`config.mk`:
```
export PLATFORM = sky130hd
export DESIGN_NAME = clkdiv_tick_rx
export DESIGN_NICKNAME = d
export VERILOG_FILES = /design/src/rtl/clkdiv_tick_rx.sv
export SDC_FILE = /design/constraint.sdc
export NUM_CORES = 1
export LEC_CHECK = 0
export BUFFER_PORTS_ARGS = -buffer_cell sky130_fd_sc_hd__buf_4
export CAP_MARGIN = 25
export CORE_AREA = 8 8 96 98
export CTS_CLUSTER_SIZE = 28
export DETAILED_ROUTE_END_ITERATION = 7
export DIE_AREA = 0 0 104 106
export PLACE_DENSITY_LB_ADDON = 0.12
export SYNTH_ARGS = -nofsm -noshare
export SYNTH_HDL_FRONTEND = slang
export SYNTH_SLANG_ARGS = --single-unit
```
`constraint.sdc`:
```
create_clock -name clk -period 4.8 [get_ports clk]
set_input_delay 0.72 -clock clk [delete_from_list [all_inputs] [get_ports clk]]
set_output_delay 0.72 -clock clk [all_outputs]
set_load 0.1 [all_outputs]
```
`src/rtl/clkdiv_tick_rx.sv`:
```
// rtl/clkdiv_tick_rx.sv - divided-clock edge detector with tick, period measurement and loss-of-clock flag
module clkdiv_tick_rx #(
  parameter logic [31:0] TIMEOUT = 32'd12000000,
  parameter int          CNT_W   = 16
) (
  input  logic             clk,
  input  logic             rst,
  input  logic             clk_div_in,
  input  logic             en,
  output logic             tick,
  output logic [31:0]      period,
  output logic             period_valid,
  output logic             timeout,
  output logic [CNT_W-1:0] tick_count,
  output logic [1:0]       state
);

  typedef enum logic [1:0] {
    IDLE    = 2'd0,
    MEASURE = 2'd1,
    LOST    = 2'd2
  } state_t;

  state_t      cur_state, nxt_state;
  logic        s1, s2, s3;
  logic        fill1, fill2, armed;
  logic        edge_det;
  logic [31:0] cnt, cnt_nxt, period_nxt;
  logic        pv_nxt, to_nxt;

  // armed only after s2 carries a genuine low sample, so a level already high at reset release is not an edge
  always_ff @(posedge clk or posedge rst) begin
    if (rst) begin
      s1    <= 1'b0;
      s2    <= 1'b0;
      s3    <= 1'b0;
      fill1 <= 1'b0;
      fill2 <= 1'b0;
      armed <= 1'b0;
    end else begin
      s1    <= clk_div_in;
      s2    <= s1;
      s3    <= s2;
      fill1 <= 1'b1;
      fill2 <= fill1;
      armed <= armed | (fill2 & ~s2);
    end
  end

  assign edge_det = s2 & ~s3 & armed;

  always_ff @(posedge clk or posedge rst) begin
    if (rst) begin
      tick       <= 1'b0;
      tick_count <= '0;
    end else begin
      tick <= edge_det & en;
      if (edge_det && en)
        tick_count <= tick_count + CNT_W'(1);
    end
  end

  always_comb begin
    nxt_state  = cur_state;
    cnt_nxt    = cnt;
    period_nxt = period;
    pv_nxt     = 1'b0;
    to_nxt     = timeout;
    if (!en) begin
      nxt_state = IDLE;
      cnt_nxt   = 32'd0;
      to_nxt    = 1'b0;
    end else begin
      case (cur_state)
        IDLE: begin
          if (edge_det) begin
            nxt_state = MEASURE;
            cnt_nxt   = 32'd1;
          end else begin
            cnt_nxt = 32'd0;
          end
        end
        MEASURE: begin
          // an edge landing on the timeout cycle still counts as a valid interval
          if (edge_det) begin
            period_nxt = cnt;
            pv_nxt     = 1'b1;
            cnt_nxt    = 32'd1;
          end else if (cnt == TIMEOUT) begin
            nxt_state = LOST;
            to_nxt    = 1'b1;
          end else begin
            cnt_nxt = cnt + 32'd1;
          end
        end
        LOST: begin
          if (edge_det) begin
            nxt_state = MEASURE;
            cnt_nxt   = 32'd1;
            to_nxt    = 1'b0;
          end
        end
        default: nxt_state = IDLE;
      endcase
    end
  end

  always_ff @(posedge clk or posedge rst) begin
    if (rst) begin
      cur_state    <= IDLE;
      cnt          <= 32'd0;
      period       <= 32'd0;
      period_valid <= 1'b0;
      timeout      <= 1'b0;
    end else begin
      cur_state    <= nxt_state;
      cnt          <= cnt_nxt;
      period       <= period_nxt;
      period_valid <= pv_nxt;
      timeout      <= to_nxt;
    end
  end

  assign state = cur_state;

endmodule

```
== After elaboration in Yosys (flattened, before gate mapping) ==
Index checks and enable logic that the tools add are counted.
Widths: inputs -> output; s select.

* Register bits: 91
* Output and inout port bits: 53

* Add/sub/neg operators: 2
* Eq/ne operators: 10
* Muxes and demuxes: 19
* Bitwise gates (word level): 7
* Reduce and logical (&&, ||, !) cells: 7

{| class="wikitable"
|+ Operator list
! kind !! number
|-
| $mux 32 || 4
|-
| $pmux 32 s3 || 1
|-
| $add 32x1->32 const B || 1
|-
| $eq 32x24->1 const B || 1
|-
| $add 16x1->16 const B || 1
|-
| $ne 3x3->1 const B || 3
|-
| $reduce_and 3->1 || 3
|-
| $mux 1 || 8
|-
| $mux 2 || 4
|-
| $and 1x1->1 || 4
|-
| $ne 4x1->1 const B || 1
|-
| $ne 4x4->1 const B || 1
|-
| $pmux 2 s2 || 1
|-
| $reduce_and 4->1 || 1
|-
| $ne 3x1->1 const B || 1
|-
| $ne 3x2->1 const B || 1
|-
| $eq 2x1->1 const B || 1
|-
| $eq 2x2->1 const B || 1
|-
| $logic_not 2->1 || 1
|-
| $not 1->1 || 2
|-
| $pmux 1 s2 || 1
|-
| $reduce_or 2->1 || 1
|-
| $logic_and 1x1->1 || 1
|-
| $or 1x1->1 || 1
|}

== Longest topological paths before layout ==
* Depth after elaboration: 6
* Mapped depth: 9

== Worst setup path before layout ==
No wires, ideal clock.

* Kind: register -> register
* Start: register cur_state[0], in the netlist state[0]
* End: register cnt[0]
* Arrival: 2574 ps
* Data required time: 4675 ps
* Slack: 2101 ps
* Stages on the path, launching flop included: 9
* Clock period less this slack: 2699 ps
* Path through: dfrtp_1 > inv_1 > ha_1 > nor2_1 > a21oi_1 > nor2b_1 > clkbuf_1 > nor2_2 > mux2_2

* Word-level cells in the longest chain between the ends: 3
* Elaborated cells on any way between the ends: 9
* Classes of those cells: eq/ne: 5; mux: 2; reduce/logical: 2

{| class="wikitable"
|+ Ends and longest elaborated chain
! element !! RTL line !! source
|-
| start: declaration || 24 || <nowiki>state_t cur_state, nxt_state;</nowiki>
|-
| start signal: assignment || 116 || <nowiki>cur_state <= nxt_state;</nowiki>
|-
| $eq 2x2->1 (tied with other cells) || 74 || <nowiki>case (cur_state)</nowiki>
|-
| $ne 4x1->1 (no line) (tied with other cells) || -- ||
|-
| $reduce_and 3->1 (no line) / $mux 32 (equally long branches) || -- ||
|-
| end signal: assignment || 117 || <nowiki>cnt <= cnt_nxt;</nowiki>
|-
| end: declaration || 28 || <nowiki>logic [31:0] cnt, cnt_nxt, period_nxt;</nowiki>
|}

Several ways; a longest one is shown, not always the timed one.
A chain may end at the register's enable or synchronous reset.

== Final worst setup path ==
* Start: register cur_state[1], in the netlist state[1]
* End: register cnt[6]

Same word-level chain as after synthesis.

==> impl_metrics.csv <==
group,metric,value,unit
timing,slew_headroom,37.5,%
timing,setup_viol,0,
placed_design,gp_congestion,0.895,
route,drt-pass1-iter-count,4,
floorplanning,die_h,106,um
power_and_ir_drop,power_leakage,2.46,nW
layout,num_antenna_cells,0,
clocking,htreeDepth,3,
floorplanning,core_area,7850,um2
yosys,yosys-top-cells-area,"dfrtp_1 51%, mux2_2 7.6%, o31ai_1 3.5%, nand3_1 3.5%, a31oi_1 2.4%",
worst_setup_path,r2r_slack,1.93,ns
route,drc,0,
floorplanning,ios,57,
clocking,postCtsResizedCells,0,
yosys,synth_top_area_cell,"dfrtp_1",
min_path,holdCritPathClass,"reg -> reg",
layout,mostFrequentLayoutCells,"91 x dfrtp_1, 61 x buf_4, 31 x nand3_1",
global_routing,antenna_found_initial,0,
clocking,cts_sinks,91,
floorplanning,rows,33,
clocking,cts_tree,"built",
yosys,async_reset_ff_share,100,%
yosys,syn-num-nets,428,
timing,tightest_slew,0.932,ns
layout,syn_to_final_growth,14.6,%
floorplanning,die_w,104,um
route,routedWlPerCell,17.0,um
timing,hold_viol_final,0,
worst_setup_path,required,5.05,ns
yosys,synth_cell_types,52,
worst_setup_path,cp_slowest_stage_delay,0.49,ns
layout,final_common_cell,"dfrtp_1",
worst_setup_path,critPathCaptureType,"flip-flop",
layout,utilization,64.9,%
layout,fin_nets,475,
power_and_ir_drop,max-vdd-ir-drop,0.299,mV
yosys,synth_area,4440,um2
worst_setup_path,worstSetupPathType,"reg -> reg",
placed_design,dp_hpwl,6700,um
yosys,yosysTopAreaCellShare,51.3,%
power_and_ir_drop,p_total,0.00155,W
timing,fmax,0.348,GHz
timing,skew,0.00981,ns
clocking,clk_path_buf_depth,2,
route,drtAntennaViolNets,0,
clocking,clkLatencyLatePin,0.36,ns
clocking,cts_setup_buffers,0,
timing,setup_tns,0,ns
worst_setup_path,start_kind,"flip-flop",
clocking,root_buffer,"clkbuf_8",
floorplanning,dieArea,11000,um2
timing,rsz0062_at_grt,"no",
yosys,synthFlopType,"dfrtp_1",
timing,final_max_slew_viol_count,0,
worst_setup_path,cp_max_fo,22,
layout,drive_gt1_share,24.7,%
worst_setup_path,cp.arrival,3.12,ns
timing,min_period,2.87,ns
worst_setup_path,critical_path_buf_inv_count,2,
worst_setup_path,slowest_stage,"o41ai_1",
yosys,syn_area_per_cell,10.7,um2
global_routing,grt_overflow,0,
floorplanning,initial_core_util,56.6,%
global_routing,grt_pass1_wl,17000,um
yosys,synth_edf_count,0,
route,viasPerCell,6.02,
clocking,cts_buffers,9,
job,drv_cap,0,
worst_setup_path,critPathTopFamily,"simple AND/OR/NAND/NOR gates",
clocking,clk_pin_slew_worst_paths,0.09,ns
route,wl,9770,um
route,vias,3456,
timing,fin_crit_sh,59.9,%
global_routing,grt_use_total,18.4,%
route,drt_first_iter_violations,214,
global_routing,grt_max_degree,61,
clocking,cts_hold_buf,0,
timing,hold_slack,0.354,ns
outcome,status,"finished clean",
yosys,yosysWarnings,0,
placed_design,io_buffer_count,56,
yosys,ys_ff_latch,91,
power_and_ir_drop,power_density,305,nW/um2
yosys,syn-instance-count,417,
worst_setup_path,worstPathCellList,"inv_1 > ha_1 > and2_1 > nand3_2 > a31oi_1 > buf_4 > nand2_1 > o41ai_1",
yosys,seq_area_frac_synth,51.3,%
layout,fillCellCount,667,
global_routing,grt_pass1_vias,3411,
-- metrics by stage --
| step | setup slack (ns) | area [um2] | instances |
|---|---|---|---|
| floorplan | 1.72 | 4440 | 417 |
| global placement | 1.96 | 4900 | 557 |
| detailed placement | 1.91 | 4900 | 557 |
| CTS | 1.96 | 5070 | 573 |
| global route | 1.67 | 5090 | 574 |
| finish | 1.93 | 5090 | 574 |
-- per-layer routing --
metal	vias up	GRT usage, %	wire length, um
met3	14	3.51	532
met5	-	0	0
met4	0	8.38	175
li1	1636	-	-
met2	112	28.0	4610
met1	1694	25.0	4450
-- layout make-up --
| cell class | instances | area [um2] | share of cell area, % |
|---|---|---|---|
| Sequential cell | 91 | 2280 | 44.7 |
| Multi-Input combinational cell | 289 | 1990 | 39.1 |
| Timing Repair Buffer | 62 | 478 | 9.39 |
| Clock buffer | 12 | 145 | 2.85 |
| Tap cell | 105 | 131 | 2.58 |
| Inverter | 11 | 42.5 | 0.836 |
| Clock inverter | 4 | 26.3 | 0.516 |
-- cell usage after synthesis, types with 5 or more instances --
master / count
nor4_1: 5
inv_1: 11
nand3_1: 31
mux2_2: 30
and2_1: 5
nor2_1: 19
xnor2_1: 11
and3_1: 11
ha_1: 7
and4_1: 6
xor2_1: 6
o21ai_0: 20
nand2_1: 28
clkbuf_1: 8
o31ai_1: 21
o41ai_1: 5
a31oi_1: 17
nor3_1: 7
dfrtp_1: 91
nand4_1: 17
a21oi_1: 7
buf_2: 14
-- logic make-up (layout without fill, tap and decap cells) --
logic type | count (synthesis) | in the layout | synth area share [%]
simple gates | 147 | 147 | 18.5
flops | 91 | 91 | 51.3
compound gates | 85 | 85 | 12.9
buf+inv | 37 | 89 | 3.94
mux | 32 | 32 | 8.06
xor+xnor | 17 | 17 | 3.35
fa+ha+maj | 7 | 7 | 1.97
other cells | 1 | 1 | 0.0844
-- final timing paths --
path	startpoint	to	cells past startpoint
min in group asynchronous	rst	period[20]	2
max in group asynchronous	rst	period[17]	4
worst min register to register	fill1	fill2	0
worst min-delay path	fill1	fill2	0
worst max-delay path	state[1]	cnt[6]	8
worst max register to register	state[1]	cnt[6]	8
-- registers in the layout, indices dropped and copies added, names as in the netlist --
signal / count
cnt: 32
period: 32
tick_count: 16
state: 2
armed: 1
fill1: 1
fill2: 1
period_valid: 1
s1: 1
s2: 1
s3: 1
tick: 1
timeout: 1
-- power by group --
| group | internal, W | leakage, nW | switching, W |
|---|---|---|---|
| Sequential | 0.000789 | 1.25 | 0.0000309 |
| Combinational | 0.0000572 | 1.12 | 0.000209 |
| Clock | 0.000202 | 0.0863 | 0.000261 |
No activity file was read; power rests on OpenSTA's default activity.
